==> src/rtl/alu_uart_pkg.sv <==
// rtl/alu_uart_pkg.sv - shared constants, state type and hex helper for the ALU result UART
package alu_uart_pkg;

    localparam logic [7:0] ASCII_CR = 8'h0D;
    localparam logic [7:0] ASCII_LF = 8'h0A;

    typedef enum logic [1:0] {
        IDLE,
        START,
        DATA,
        STOP
    } tx_state_t;

    // 0-9 -> '0'-'9', A-F -> 'A'-'F' (uppercase)
    function automatic logic [7:0] nibble_to_ascii(input logic [3:0] nib);
        if (nib < 4'd10) begin
            return 8'h30 + {4'h0, nib};
        end
        return 8'h37 + {4'h0, nib};
    endfunction

endpackage

==> src/rtl/uart_tx_byte.sv <==
// rtl/uart_tx_byte.sv - 8N1 byte serializer
// Ports: clk, reset (async, active-high), data/load (byte accepted when idle or
// in the final stop-bit cycle), txd (registered line), done (high during the
// final stop-bit cycle), busy (high while a character is on the line).
module uart_tx_byte
    import alu_uart_pkg::*;
#(
    parameter int CLKS_PER_BIT = 16
) (
    input  logic       clk,
    input  logic       reset,
    input  logic [7:0] data,
    input  logic       load,
    output logic       txd,
    output logic       done,
    output logic       busy
);

    localparam int CW = (CLKS_PER_BIT > 1) ? $clog2(CLKS_PER_BIT) : 1;
    localparam logic [CW-1:0] BAUD_LAST = CW'(CLKS_PER_BIT - 1);

    tx_state_t     state, state_n;
    logic [CW-1:0] baud_cnt, baud_cnt_n;
    logic [2:0]    bit_idx, bit_idx_n;
    logic [7:0]    shreg, shreg_n;
    logic          txd_q, txd_n;
    logic          busy_q, busy_n;
    logic          baud_end;

    assign baud_end = (baud_cnt == BAUD_LAST);
    assign done     = (state == STOP) && baud_end;
    assign txd      = txd_q;
    assign busy     = busy_q;

    always_ff @(posedge clk or posedge reset) begin
        if (reset) begin
            state    <= IDLE;
            baud_cnt <= '0;
            bit_idx  <= '0;
            shreg    <= '0;
            txd_q    <= 1'b1;
            busy_q   <= 1'b0;
        end else begin
            state    <= state_n;
            baud_cnt <= baud_cnt_n;
            bit_idx  <= bit_idx_n;
            shreg    <= shreg_n;
            txd_q    <= txd_n;
            busy_q   <= busy_n;
        end
    end

    always_comb begin
        state_n    = state;
        baud_cnt_n = baud_cnt;
        bit_idx_n  = bit_idx;
        shreg_n    = shreg;
        txd_n      = txd_q;
        busy_n     = busy_q;
        case (state)
            IDLE: begin
                if (load) begin
                    state_n    = START;
                    baud_cnt_n = '0;
                    shreg_n    = data;
                    txd_n      = 1'b0;
                    busy_n     = 1'b1;
                end
            end
            START: begin
                if (baud_end) begin
                    state_n    = DATA;
                    baud_cnt_n = '0;
                    bit_idx_n  = '0;
                    txd_n      = shreg[0];
                end else begin
                    baud_cnt_n = baud_cnt + 1'b1;
                end
            end
            DATA: begin
                if (baud_end) begin
                    baud_cnt_n = '0;
                    if (bit_idx == 3'd7) begin
                        state_n = STOP;
                        txd_n   = 1'b1;
                    end else begin
                        // shift so the next bit is always shreg[0] after the edge
                        bit_idx_n = bit_idx + 3'd1;
                        shreg_n   = {1'b0, shreg[7:1]};
                        txd_n     = shreg[1];
                    end
                end else begin
                    baud_cnt_n = baud_cnt + 1'b1;
                end
            end
            STOP: begin
                if (baud_end) begin
                    baud_cnt_n = '0;
                    // a load here chains the next start bit with no idle gap
                    if (load) begin
                        state_n = START;
                        shreg_n = data;
                        txd_n   = 1'b0;
                    end else begin
                        state_n = IDLE;
                        busy_n  = 1'b0;
                        txd_n   = 1'b1;
                    end
                end else begin
                    baud_cnt_n = baud_cnt + 1'b1;
                end
            end
            default: state_n = IDLE;
        endcase
    end

endmodule

==> src/rtl/alu_result_uart_tx.sv <==
// rtl/alu_result_uart_tx.sv - captures the ALU result and sends it as raw byte or "HH\r\n"
// Ports: clk, reset (async, active-high), result (sampled on accepted start),
// tx_start (level or pulse), busy (registered frame-in-progress), txd (UART out).
module alu_result_uart_tx
    import alu_uart_pkg::*;
#(
    parameter int CLKS_PER_BIT = 16,
    parameter int ASCII_HEX    = 1
) (
    input  logic       clk,
    input  logic       reset,
    input  logic [7:0] result,
    input  logic       tx_start,
    output logic       busy,
    output logic       txd
);

    localparam logic [1:0] LAST_CHAR = (ASCII_HEX != 0) ? 2'd3 : 2'd0;

    logic [7:0] held;
    logic [1:0] char_idx;
    logic       busy_q;
    logic       byte_busy;
    logic       byte_done;
    logic       accept;
    logic       advance;
    logic       load;
    logic [7:0] load_data;

    function automatic logic [7:0] char_at(input logic [7:0] word, input logic [1:0] idx);
        if (ASCII_HEX == 0) begin
            return word;
        end
        case (idx)
            2'd0:    return nibble_to_ascii(word[7:4]);
            2'd1:    return nibble_to_ascii(word[3:0]);
            2'd2:    return ASCII_CR;
            default: return ASCII_LF;
        endcase
    endfunction

    assign accept  = tx_start && !busy_q && !byte_busy;
    assign advance = busy_q && byte_done && (char_idx != LAST_CHAR);
    assign load    = accept || advance;
    // the first character comes straight from result so the start bit
    // appears on the accepting edge; later ones come from the held copy
    assign load_data = accept ? char_at(result, 2'd0) : char_at(held, char_idx + 2'd1);
    assign busy      = busy_q;

    always_ff @(posedge clk or posedge reset) begin
        if (reset) begin
            held     <= '0;
            char_idx <= '0;
            busy_q   <= 1'b0;
        end else if (accept) begin
            held     <= result;
            char_idx <= '0;
            busy_q   <= 1'b1;
        end else if (busy_q && byte_done) begin
            if (advance) begin
                char_idx <= char_idx + 2'd1;
            end else begin
                char_idx <= '0;
                busy_q   <= 1'b0;
            end
        end
    end

    uart_tx_byte #(
        .CLKS_PER_BIT(CLKS_PER_BIT)
    ) u_tx_byte (
        .clk  (clk),
        .reset(reset),
        .data (load_data),
        .load (load),
        .txd  (txd),
        .done (byte_done),
        .busy (byte_busy)
    );

endmodule
==> config.mk <==
export PLATFORM = sky130hd
export DESIGN_NAME = alu_result_uart_tx
export DESIGN_NICKNAME = d
export VERILOG_FILES = /design/src/rtl/alu_uart_pkg.sv /design/src/rtl/uart_tx_byte.sv /design/src/rtl/alu_result_uart_tx.sv
export SDC_FILE = /design/constraint.sdc
export NUM_CORES = 1
export LEC_CHECK = 0
export BUFFER_PORTS_ARGS = -buffer_cell sky130_fd_sc_hd__buf_4
export CAP_MARGIN = 5
export CORE_MARGIN = 4
export CORE_UTILIZATION = 30
export DETAILED_ROUTE_END_ITERATION = 12
export HOLD_SLACK_MARGIN = 0.06
export PLACE_DENSITY_LB_ADDON = 0.1
export SLEW_MARGIN = 10
export SYNTH_ARGS = -nofsm -noshare
export SYNTH_HDL_FRONTEND = slang
export SYNTH_HIERARCHICAL = 1
export SYNTH_SLANG_ARGS = --single-unit
==> constraint.sdc <==
create_clock -name clk -period 3.25 [get_ports clk]
set_input_delay 0.325 -clock clk [delete_from_list [all_inputs] [get_ports clk]]
set_output_delay 0.325 -clock clk [all_outputs]
set_load 0.02 [all_outputs]
Word level (Yosys, flattened, before mapping). Cells that the tools add are included. W data, S select, Z words.

Add/subtract/negate cells: 9. Multiplexer cells: 49. Reduce and logical (&&, ||, !) cells: 21. $lt $le $gt $ge: 3. Equality and inequality tests: 16.

Operators with widths (count): $mux W8 (11); $pmux W8 S3 (2); $add A6 B4 Y7 const A (6); $mux W1 (18); $mux W2 (8); $reduce_and A4 Y1 (4); $lt A4 B4 Y1 const B (3); $ne A2 B2 Y1 const B (5); $mux W3 (3); $mux W4 (2); $ne A2 B1 Y1 const B (4); $pmux W2 S4 (1); $pmux W4 S2 (1); $eq A2 B2 Y1 const B (3); $pmux W3 S2 (1); $reduce_bool A2 Y1 (3); $logic_and A1 B1 Y1 (5); $reduce_and A5 Y1 (1); $add A4 B1 Y4 const B (1); $eq A2 B1 Y1 const B (2); $eq A4 B4 Y1 const B (1); $logic_not A2 Y1 (2); $pmux W1 S4 (1); $add A3 B1 Y3 const B (1); 8 further kinds (9).

Output and inout bits: 2. Register bits: 30.

Depth between registers and ports, before layout. Gate-level depths: netlist of the first run.

Depth after elaboration: 9. Depth in mapped cells: 9.

By module. The synthesis of the first run kept the hierarchy.

By module, submodules not included: uart_tx_byte (cells an instance 98, area each 1128.6 um^2, times used 1, seq. area each 476.7 um^2); alu_result_uart_tx (cells an instance 119, area each 883.3 um^2, times used 1, seq. area each 275.3 um^2).

Least setup slack after synthesis of the first run. No wires, ideal clock.

Kind: reg-to-reg. Start: register u_tx_byte.baud_cnt[0]. End: register u_tx_byte.shreg[0]. Clock period less this slack: 2.720 ns. Arrival time: 2.596 ns. Buffers on the path: 1. Path slack: 0.530 ns. Data required time: 3.125 ns. Cell stages (with the launch flop): 10. Cells stage by stage: dfrtp_1 ha_1 and3_1 clkbuf_1 and2_1 nand2_1 o21ai_0 nor2_1 a2111oi_4 mux2_2.

Longest elaborated chain between the ends: 8. Elaborated cells between the ends (all ways): 11.

RTL lines: from (decl) (RTL line uart_tx_byte.sv:23) `logic [CW-1:0] baud_cnt, baud_cnt_n;`; from (signal assigned) (RTL line uart_tx_byte.sv:45) `baud_cnt <= baud_cnt_n;`; $eq A4 B4 Y1 * (RTL line uart_tx_byte.sv:30) `assign baud_end = (baud_cnt == BAUD_LAST);`; $logic_and A1 B1 Y1 * (RTL line uart_tx_byte.sv:31) `assign done = (state == STOP) && baud_end;`; net byte_done (RTL line alu_result_uart_tx.sv:24) `logic byte_done;`; $logic_and A1 B1 Y1 * (2 in series) (RTL line alu_result_uart_tx.sv:43) `assign advance = busy_q && byte_done && (char_idx != LAST_CHAR);`; $logic_or A1 B1 Y1 * (RTL line alu_result_uart_tx.sv:44) `assign load = accept || advance;`; net load (RTL line alu_result_uart_tx.sv:27) `logic load;`; $mux W8 *; $mux W8; $pmux W8 S3 *; to (signal assigned) (RTL line uart_tx_byte.sv:47) `shreg <= shreg_n;`; to (decl) (RTL line uart_tx_byte.sv:25) `logic [7:0] shreg, shreg_n;`.

Mark *: on every way through the listed nets, which the timed path passes. The rest lies on a longest branch. The select of a mux whose other input is x is not followed. A chain may end at the register's enable or synchronous reset.

Worst setup path after layout of the first run.
Start: register u_tx_byte.baud_cnt[0]. End: register u_tx_byte.shreg[2].

The elaborated chain is that of the path after synthesis.

==> report_table.html, run 1 <==
<table>
<tr><th>Metric</th><th>Value</th></tr>
<tr><th colspan="2">Run status</th></tr>
<tr><td>Status</td><td>finished clean</td></tr>
<tr><th colspan="2">Worst setup path</th></tr>
<tr><td>Cell chain of the critical path</td><td>ha_1, and3_1, and2_1, nand2_1, o21ai_0, nor2_1, a2111oi_4, mux2_2</td></tr>
<tr><td>Delay of the slowest cell on the worst path</td><td>0.62 ns</td></tr>
<tr><td>Slowest cell on the critical path</td><td>sky130_fd_sc_hd__a2111oi_4</td></tr>
<tr><td>Crit path arrival time</td><td>2.89 ns</td></tr>
<tr><td>Start point of the critical path</td><td>u_tx_byte/baud_cnt[0]$_DFFE_PP0P_</td></tr>
<tr><td>CP required</td><td>3.42 ns</td></tr>
<tr><td>Critical path start-end classification</td><td>reg -&gt; reg</td></tr>
<tr><td>CP Buf/Inv Count</td><td>0</td></tr>
<tr><td>Startpoint type of the worst setup path</td><td>register</td></tr>
<tr><td>Source of the worst register-to-register timing path</td><td>u_tx_byte/baud_cnt[0]$_DFFE_PP0P_</td></tr>
<tr><td>Largest fanout on the critical path</td><td>8</td></tr>
<tr><td>Worst Setup End Kind</td><td>register</td></tr>
<tr><td>Family with the most delay on the worst path</td><td>compound AO/OA/AOI/OAI gates</td></tr>
<tr><th colspan="2">Synthesis</th></tr>
<tr><td>Number of flops mapped to enable cells by yosys</td><td>0</td></tr>
<tr><td>Count of different cell masters after synthesis</td><td>42</td></tr>
<tr><td>Async set-or-reset flop fraction in the synthesized netlist</td><td>1.000</td></tr>
<tr><td>Prevailing post-synth register cell</td><td>sky130_fd_sc_hd__dfrtp_1</td></tr>
<tr><td>Synth area leaders</td><td>sky130_fd_sc_hd__dfrtp_1 36%, sky130_fd_sc_hd__ha_1 11%, sky130_fd_sc_hd__mux2_2 10%</td></tr>
<tr><td>Part of the Yosys area used for sequential elements</td><td>0.3738</td></tr>
<tr><td>Cell type contributing the most total cell area after synthesis</td><td>sky130_fd_sc_hd__dfrtp_1</td></tr>
<tr><td>Post-synthesis net count</td><td>245</td></tr>
<tr><td>Dominant cell by count in the synthesized netlist</td><td>sky130_fd_sc_hd__nand2_1</td></tr>
<tr><td>Synth top area share</td><td>0.3607</td></tr>
<tr><td>Yosys warning count</td><td>6</td></tr>
<tr><td>Synthesized area per cell</td><td>9.272 um2</td></tr>
<tr><td>Synth Instances</td><td>217</td></tr>
<tr><td>Commonest cells post-synth</td><td>36 x sky130_fd_sc_hd__nand2_1, 29 x sky130_fd_sc_hd__dfrtp_1, 18 x sky130_fd_sc_hd__mux2_2</td></tr>
<tr><td>Number of synthesized register bits</td><td>30</td></tr>
<tr><td>Mapped Area</td><td>~0.0020 mm2</td></tr>
<tr><th colspan="2">Route</th></tr>
<tr><td>Detailed-route via count</td><td>1,564</td></tr>
<tr><td>Routed WL</td><td>4257 um</td></tr>
<tr><td>Drt first pass iters</td><td>5</td></tr>
<tr><td>DRC violation count after routing</td><td>0</td></tr>
<tr><td>Post-route ant nets</td><td>0</td></tr>
<tr><td>WL per Instance</td><td>13.69 um</td></tr>
<tr><td>DR iter-0 viols</td><td>about 50</td></tr>
<tr><td>Via-to-Cell Ratio</td><td>5.029</td></tr>
<tr><th colspan="2">Floorplanning</th></tr>
<tr><td>Die Span X</td><td>89.89 um</td></tr>
<tr><td>Total number of placement rows</td><td>29</td></tr>
<tr><td>Standard cell core area</td><td>0.006422 mm2</td></tr>
<tr><td>Die area</td><td>0.008080 mm2</td></tr>
<tr><td>Num ports</td><td>13</td></tr>
<tr><td>Initial core utilization</td><td>0.3133</td></tr>
<tr><td>Vertical die dimension</td><td>about 90 um</td></tr>
<tr><th colspan="2">STA</th></tr>
<tr><td>Post-Route Skew</td><td>0.008998 ns</td></tr>
<tr><td>Post-route setup slack</td><td>0.5298 ns</td></tr>
<tr><td>Final setup vio count</td><td>0</td></tr>
<tr><td>Worst hold slack</td><td>0.08059 ns</td></tr>
<tr><td>Final period util</td><td>0.8370</td></tr>
<tr><td>Min cycle time layout</td><td>about 2.7 ns</td></tr>
<tr><td>Final Hold Fails</td><td>0</td></tr>
<tr><td>Post-Route Setup TNS</td><td>0 ns</td></tr>
<tr><td>Worst Max-Slew Pin Slew</td><td>0.7664 ns</td></tr>
<tr><td>Count of pins over their slew limit</td><td>0</td></tr>
<tr><td>Fmax achieved</td><td>0.3676 GHz</td></tr>
<tr><td>Rel. slew slack</td><td>0.4885</td></tr>
<tr><td>Unrepaired setup endpoints after global routing</td><td>no</td></tr>
<tr><th colspan="2">GRT</th></tr>
<tr><td>Number of global-route vias before repair</td><td>1,566</td></tr>
<tr><td>Initial antenna violation count</td><td>0</td></tr>
<tr><td>Pin count of the biggest net entering global routing</td><td>20</td></tr>
<tr><td>Total global routing track utilization</td><td>0.1144</td></tr>
<tr><td>First-pass GRT wire length</td><td>7652 um</td></tr>
<tr><td>Congestion Overflow GR</td><td>0</td></tr>
<tr><th colspan="2">CTS</th></tr>
<tr><td>Htree depth</td><td>2</td></tr>
<tr><td>CTS-repair resized insts</td><td>0</td></tr>
<tr><td>Source-to-sink clock delay at the later pin of the worst-skew pair</td><td>0.28 ns</td></tr>
<tr><td>Longest Clk Path Bufs</td><td>2</td></tr>
<tr><td>Number of buffers inserted by post-CTS setup repair</td><td>0</td></tr>
<tr><td># clock sinks</td><td>30</td></tr>
<tr><td>Clock slew seen by the registers of the worst setup and hold paths</td><td>around 0.070 ns</td></tr>
<tr><td>CTS root buf</td><td>sky130_fd_sc_hd__clkbuf_8</td></tr>
<tr><td>Cts hold-fix bufs</td><td>0</td></tr>
<tr><td>Cts bufs inserted</td><td>5</td></tr>
<tr><td>CTS tree</td><td>yes</td></tr>
<tr><th colspan="2">Finish</th></tr>
<tr><td>Layout area overhead</td><td>13.25%</td></tr>
<tr><td>Layout cells sized above 1</td><td>0.1966</td></tr>
<tr><td>Count of inserted antenna diode cells</td><td>0</td></tr>
<tr><td>Net total in the final layout</td><td>261</td></tr>
<tr><th colspan="2">Power and ir drop</th></tr>
<tr><td>Power density over the cells</td><td>305.0 mW/mm2</td></tr>
<tr><td>Max VDD drop</td><td>0.1850 mV</td></tr>
<tr><td>Leak pwr</td><td>1.052 nW</td></tr>
<tr><th colspan="2">Place</th></tr>
<tr><td>DP Wirelength</td><td>3154 um</td></tr>
<tr><td>Worst slack, placed</td><td>0.5025 ns</td></tr>
<tr><td>Routability congestion estimate</td><td>~0.77</td></tr>
<tr><td>Number of buffers inserted by port buffering</td><td>12</td></tr>
<tr><th colspan="2">Hold path</th></tr>
<tr><td>Hold Crit Class</td><td>in -&gt; async</td></tr>
<tr><th colspan="2">Job</th></tr>
<tr><td># Max-Cap Violations</td><td>0</td></tr>
</table>
==> sequential cells by signal (all words and copies together) (netlist names) <==
signal	count
u_tx_byte/shreg	8
u_tx_byte/txd	1
char_idx	2
u_tx_byte/busy	1
u_tx_byte/bit_idx	3
u_tx_byte/state	2
u_tx_byte/baud_cnt	4
busy	1
held	8
==> where the power goes <==
group,switching (mW),total (mW),internal (mW)
clock network,0.143,0.291,0.148
registers,0.000256,0.374,0.374
logic,0.0169,0.0295,0.0126
total,0.160,0.695,0.535
==> cells by family after synthesis <==
family / count (synthesis) / synth area share
AOI/OAI and AO/OA: 53 / 0.1804
xor gates and xnor gates: 3 / 0.01306
adders and majority gates: 17 / 0.1057
buffers and inverters: 20 / 0.03856
DFF: 30 / 0.3738
muxes: 20 / 0.1132
other: 1 / 0.001864
and+or+nand+nor: 73 / 0.1735
==> worst paths after layout <==
| kind | end | slack (ns) | cells past startpoint |
|---|---|---|---|
| hold / removal | held[4]$_DFFE_PP0P_ | 0.08 | 2 |
| setup reg to reg | u_tx_byte/shreg[2]$_DFFE_PP0P_ | 0.53 | 8 |
| hold reg to reg | u_tx_byte/baud_cnt[1]$_DFFE_PP0P_ | 0.50 | 2 |
| setup / recovery | u_tx_byte/shreg[2]$_DFFE_PP0P_ | 0.53 | 8 |
| min in group clk | held[2]$_DFFE_PP0P_ | 0.24 | 3 |
| max in group asynchronous | u_tx_byte/baud_cnt[3]$_DFFE_PP0P_ | 2.57 | 2 |
==> final cells by class <==
class / count / area, um2
Tap cell: 77 / 96.34
Clock buffer: 6 / 72.57
Fill cell: 680 / 4144
Clock inverter: 2 / 10.01
Sequential cell: 30 / 752.0
Multi-Input combinational cell: 167 / 1182
Inverter: 14 / 52.55
Timing Repair Buffer: 15 / 112.6
==> layout by cell type (no fill, tap or decap), types with 3 or more instances in the layout <==
cell type,synthesis,layout
sky130_fd_sc_hd__nand2_1,36,36
sky130_fd_sc_hd__clkbuf_8,0,5
sky130_fd_sc_hd__and2_1,3,3
sky130_fd_sc_hd__mux2_2,18,18
sky130_fd_sc_hd__nor2b_1,9,9
sky130_fd_sc_hd__nor2_1,5,5
sky130_fd_sc_hd__buf_4,0,15
sky130_fd_sc_hd__o21ai_0,14,14
sky130_fd_sc_hd__o31ai_1,3,3
sky130_fd_sc_hd__and3_1,3,3
sky130_fd_sc_hd__nor3_1,5,5
sky130_fd_sc_hd__a22oi_1,4,4
sky130_fd_sc_hd__ha_1,17,17
sky130_fd_sc_hd__inv_1,14,14
sky130_fd_sc_hd__o21ai_1,4,4
sky130_fd_sc_hd__nand2b_1,3,3
sky130_fd_sc_hd__xnor2_1,3,3
sky130_fd_sc_hd__o22ai_1,4,4
sky130_fd_sc_hd__dfrtp_1,29,29
sky130_fd_sc_hd__a21oi_1,9,9
==> routing by layer <==
metal  track usage  vias to the layer above  part of all wire
met4       0.03061                        0            0.0078
li1              -                      799                 -
met2        0.1786                       24              0.46
met3       0.02755                        4             0.032
met1        0.1585                      737              0.50
met5             0                        -                 0
==> through the flow <==
step | util | total power [mW] | cells | area [um2]
after floorplan | - | 0.3952 | 217 | 2012
after global placement | 0.3419 | 0.4121 | 303 | 2196
after detailed placement | 0.3419 | 0.4118 | 303 | 2196
after CTS | 0.3548 | 0.7093 | 311 | 2278
after global routing | 0.3548 | 0.7365 | 311 | 2278
final | 0.3548 | 0.6950 | 311 | 2278
Note: power is estimated with default switching activity, not from simulation.
==> inputs of run 2 (changes only) <==
ABC_AREA = 1   (was default)
clock period = 2.8 ns   (was 3.25 ns; I/O delays follow)
==> report_table.html, run 2 <==
<table>
<tr><th>Metric</th><th>Value</th></tr>
<tr><th colspan="2">Worst setup path</th></tr>
<tr><td>Largest fanout on the critical path</td><td>9</td></tr>
<tr><td>Critical path start-end classification</td><td>reg -&gt; reg</td></tr>
<tr><td>Crit path arrival time</td><td>around 2.4 ns</td></tr>
<tr><td>CP required</td><td>2.98 ns</td></tr>
<tr><td>Flop2flop setup slack</td><td>~0.55 ns</td></tr>
<tr><td>Startpoint type of the worst setup path</td><td>register</td></tr>
<tr><td>Source of the worst register-to-register timing path</td><td>u_tx_byte/baud_cnt[0]$_DFFE_PP0P_</td></tr>
<tr><td>Cell count of the worst reg-to-reg path</td><td>10</td></tr>
<tr><td>Worst reg2reg endpoint</td><td>u_tx_byte/shreg[6]$_DFFE_PP0P_</td></tr>
<tr><td>Worst Setup End Kind</td><td>register</td></tr>
<tr><th colspan="2">Place</th></tr>
<tr><td>DP Wirelength</td><td>3636 um</td></tr>
<tr><td>Number of buffers inserted by port buffering</td><td>12</td></tr>
<tr><td>Routability congestion estimate</td><td>0.7946</td></tr>
<tr><th colspan="2">STA</th></tr>
<tr><td>Worst Max-Slew Pin Slew</td><td>approximately 0.81 ns</td></tr>
<tr><td>Count of pins over their slew limit</td><td>0</td></tr>
<tr><td>Min cycle time layout</td><td>approximately 2.3 ns</td></tr>
<tr><td>Fmax achieved</td><td>0.4435 GHz</td></tr>
<tr><td>Post-Route Setup TNS</td><td>0 ns</td></tr>
<tr><td>Rel. slew slack</td><td>0.4614</td></tr>
<tr><td>Worst hold slack</td><td>between 0.2 and 0.25 ns</td></tr>
<tr><td>Final period util</td><td>0.8053</td></tr>
<tr><td>Unrepaired setup endpoints after global routing</td><td>no</td></tr>
<tr><td>Final setup vio count</td><td>0</td></tr>
<tr><td>Post-Route Skew</td><td>0.005475 ns</td></tr>
<tr><td>Final Hold Fails</td><td>0</td></tr>
<tr><th colspan="2">Floorplanning</th></tr>
<tr><td>Initial core utilization</td><td>0.3108</td></tr>
<tr><td>Vertical die dimension</td><td>between 90 and 100 um</td></tr>
<tr><td>Num ports</td><td>13</td></tr>
<tr><td>Die area</td><td>0.008488 mm2</td></tr>
<tr><td>Die Span X</td><td>92.13 um</td></tr>
<tr><td>Standard cell core area</td><td>0.006832 mm2</td></tr>
<tr><td>Total number of placement rows</td><td>30</td></tr>
<tr><th colspan="2">Route</th></tr>
<tr><td>Detailed-route via count</td><td>1,855</td></tr>
<tr><td>DRC violation count after routing</td><td>0</td></tr>
<tr><td>Via-to-Cell Ratio</td><td>4.438</td></tr>
<tr><td>WL per Instance</td><td>11.39 um</td></tr>
<tr><td>Routed WL</td><td>4763 um</td></tr>
<tr><td>Drt first pass iters</td><td>4</td></tr>
<tr><td>Post-route ant nets</td><td>0</td></tr>
<tr><td>Length of routed met2 wiring</td><td>2005 um</td></tr>
<tr><td>Sum of met3 wire segment lengths after detailed routing</td><td>189 um</td></tr>
<tr><td>Wire length on met1</td><td>2508 um</td></tr>
<tr><td>Top Layer Used</td><td>met4</td></tr>
<tr><td>DR iter-0 viols</td><td>approximately 110</td></tr>
<tr><th colspan="2">Finish</th></tr>
<tr><td>Layout cells sized above 1</td><td>0.1211</td></tr>
<tr><td>Count of inserted antenna diode cells</td><td>0</td></tr>
<tr><td>Net total in the final layout</td><td>349</td></tr>
<tr><td>Regs by FF count</td><td>held (8), u_tx_byte/shreg (8), u_tx_byte/baud_cnt (4)</td></tr>
<tr><td>Total of fill cells in the finished design</td><td>770</td></tr>
<tr><td>Layout area overhead</td><td>13.97%</td></tr>
<tr><td>Commonest non-fill, non-tap cells in the layout</td><td>115 x sky130_fd_sc_hd__nand2_1, 40 x sky130_fd_sc_hd__inv_1, 29 x sky130_fd_sc_hd__dfrtp_1</td></tr>
<tr><td>Commonest non-fill, non-tap cell in the layout</td><td>sky130_fd_sc_hd__nand2_1</td></tr>
<tr><th colspan="2">CTS</th></tr>
<tr><td>Source-to-sink clock delay at the later pin of the worst-skew pair</td><td>0.28 ns</td></tr>
<tr><td># clock sinks</td><td>30</td></tr>
<tr><td>CTS tree</td><td>yes</td></tr>
<tr><td>Cts bufs inserted</td><td>5</td></tr>
<tr><td>Cts hold-fix bufs</td><td>1</td></tr>
<tr><td>CTS root buf</td><td>sky130_fd_sc_hd__clkbuf_8</td></tr>
<tr><td>CTS-repair resized insts</td><td>0</td></tr>
<tr><td>Number of buffers inserted by post-CTS setup repair</td><td>0</td></tr>
<tr><td>Htree depth</td><td>2</td></tr>
<tr><td>Clock slew seen by the registers of the worst setup and hold paths</td><td>0.07 ns</td></tr>
<tr><td>Longest Clk Path Bufs</td><td>2</td></tr>
<tr><th colspan="2">Power and ir drop</th></tr>
<tr><td>Max VDD drop</td><td>0.1659 mV</td></tr>
<tr><td>Power density over the cells</td><td>~370 mW/mm2</td></tr>
<tr><td>Leak pwr</td><td>1.317 nW</td></tr>
<tr><th colspan="2">Synthesis</th></tr>
<tr><td>Async set-or-reset flop fraction in the synthesized netlist</td><td>1.000</td></tr>
<tr><td>Synth top area share</td><td>0.3418</td></tr>
<tr><td>Prevailing post-synth register cell</td><td>sky130_fd_sc_hd__dfrtp_1</td></tr>
<tr><td>Count of different cell masters after synthesis</td><td>25</td></tr>
<tr><td>Number of flops mapped to enable cells by yosys</td><td>0</td></tr>
<tr><td>Synth area leaders</td><td>sky130_fd_sc_hd__dfrtp_1 34%, sky130_fd_sc_hd__nand2_1 20%, sky130_fd_sc_hd__ha_1 10%</td></tr>
<tr><td>Post-synthesis net count</td><td>333</td></tr>
<tr><td>Dominant cell by count in the synthesized netlist</td><td>sky130_fd_sc_hd__nand2_1</td></tr>
<tr><td>Commonest cells post-synth</td><td>115 x sky130_fd_sc_hd__nand2_1, 40 x sky130_fd_sc_hd__inv_1, 29 x sky130_fd_sc_hd__dfrtp_1</td></tr>
<tr><td>Yosys warning count</td><td>6</td></tr>
<tr><td>Mapped Area</td><td>0.002123 mm2</td></tr>
<tr><td>Part of the Yosys area used for sequential elements</td><td>0.3542</td></tr>
<tr><td>Synthesized area per cell</td><td>6.962 um2</td></tr>
<tr><td>Synth Instances</td><td>slightly above 300</td></tr>
<tr><td>Cell type contributing the most total cell area after synthesis</td><td>sky130_fd_sc_hd__dfrtp_1</td></tr>
<tr><td>Number of synthesized register bits</td><td>30</td></tr>
<tr><th colspan="2">Hold path</th></tr>
<tr><td>Cell depth of the worst hold path</td><td>3</td></tr>
<tr><td>Start point of the worst hold path</td><td>result[1]</td></tr>
<tr><td>Hold Crit Class</td><td>in -&gt; reg</td></tr>
<tr><td>Worst hold endpoint</td><td>held[1]$_DFFE_PP0P_</td></tr>
<tr><th colspan="2">GRT</th></tr>
<tr><td>Pin count of the biggest net entering global routing</td><td>20</td></tr>
<tr><td>Total global routing track utilization</td><td>0.1224</td></tr>
<tr><td>Number of global-route vias before repair</td><td>1,786</td></tr>
<tr><td>First-pass GRT wire length</td><td>~8400 um</td></tr>
<tr><td>Congestion Overflow GR</td><td>0</td></tr>
<tr><td>Initial antenna violation count</td><td>0</td></tr>
<tr><th colspan="2">Job</th></tr>
<tr><td># Max-Cap Violations</td><td>0</td></tr>
<tr><th colspan="2">Run status</th></tr>
<tr><td>Status</td><td>finished clean</td></tr>
</table>
-- run 2: cell count changes in the layout (fill, tap and decap cells not counted), moves of 4 or more --
cell                      change
sky130_fd_sc_hd__nand2_1     +79
sky130_fd_sc_hd__o21ai_0      +6
sky130_fd_sc_hd__nor2b_1      -9
sky130_fd_sc_hd__a21oi_1      -4
sky130_fd_sc_hd__nand4_1      +9
sky130_fd_sc_hd__nor3_1       -4
sky130_fd_sc_hd__nor2_1       +8
sky130_fd_sc_hd__nand2_2      +5
sky130_fd_sc_hd__nand3_1     +18
sky130_fd_sc_hd__a22oi_1      -4
sky130_fd_sc_hd__inv_1       +26
sky130_fd_sc_hd__mux2_2      -18
-- run 2: worst max path at each step --
stage	from	depth (start not counted)	end
after detailed placement	u_tx_byte/baud_cnt[0]$_DFFE_PP0P_	10	u_tx_byte/shreg[6]$_DFFE_PP0P_
after floorplan	u_tx_byte/baud_cnt[0]$_DFFE_PP0P_	10	u_tx_byte/shreg[0]$_DFFE_PP0P_
after global routing	u_tx_byte/baud_cnt[0]$_DFFE_PP0P_	10	u_tx_byte/shreg[1]$_DFFE_PP0P_
final	u_tx_byte/baud_cnt[0]$_DFFE_PP0P_	10	u_tx_byte/shreg[6]$_DFFE_PP0P_
after global placement	u_tx_byte/baud_cnt[0]$_DFFE_PP0P_	10	u_tx_byte/shreg[0]$_DFFE_PP0P_
after CTS	u_tx_byte/baud_cnt[0]$_DFFE_PP0P_	10	u_tx_byte/shreg[7]$_DFFE_PP0P_
-- run 2: report_power, final --
| group | switching [mW] | total [mW] | internal [mW] |
|---|---|---|---|
| sequential | 0 | 0.433 | 0.433 |
| combinational | 0.0199 | 0.0326 | 0.0127 |
| clock | 0.173 | 0.435 | 0.262 |
-- run 2: per-layer routing --
| metal | global-route usage | up-vias |
|---|---|---|
| met5 | 0 | - |
| met4 | 0.04084 | 0 |
| li1 | - | 1008 |
| met1 | 0.1759 | 810 |
| met3 | 0.03363 | 6 |
| met2 | 0.1752 | 31 |
-- run 2: per-stage QoR --
stage	worst slack [ns]	utilization	instance area [um2]	power [mW]	cells
after floorplan	0.9312	-	2123	0.4566	305
after detailed placement	0.5192	0.3368	2301	0.4738	409
after global routing	0.1851	0.3542	2420	0.9473	418
after global placement	0.6357	0.3368	2301	0.4739	409
final	0.5452	0.3542	2420	0.9008	418
after CTS	0.5188	0.3542	2420	0.9226	418
-- run 2: final cells by class --
cell class	count	area, um2	area share
inverters	43	161.4	0.06670
clock inverters	3	40.04	0.01655
flip-flops and latches	30	752.0	0.3108
clock buffers	5	68.82	0.02844
repair buffers	13	100.1	0.04137
multi-input cells	228	1177	0.4866
well taps	96	120.1	0.04964
-- run 2: worst max-delay path, cell delays in order, from the launching register on --
cell and delay [ns]:
sky130_fd_sc_hd__dfrtp_1 0.41, sky130_fd_sc_hd__ha_1 0.25, sky130_fd_sc_hd__nand3_2 0.16, sky130_fd_sc_hd__nor2_1 0.21
sky130_fd_sc_hd__nand3_1 0.14, sky130_fd_sc_hd__nand2_1 0.14, sky130_fd_sc_hd__o21ai_0 0.11, sky130_fd_sc_hd__nor2_2 0.33
sky130_fd_sc_hd__nand3_2 0.23, sky130_fd_sc_hd__nand2_1 0.12, sky130_fd_sc_hd__nand2_1 0.05
-- run 2: cell families (layout without fill, tap and decap cells) --
kind of cell	count (synthesis)	count (layout)	share of synthesized area
DFF	30	30	0.3542
buffers and inverters	47	64	0.09133
AOI/OAI and AO/OA	39	39	0.1043
other	1	1	0.001766
adders and majority gates	17	17	0.1002
and+or+nand+nor	171	171	0.3483
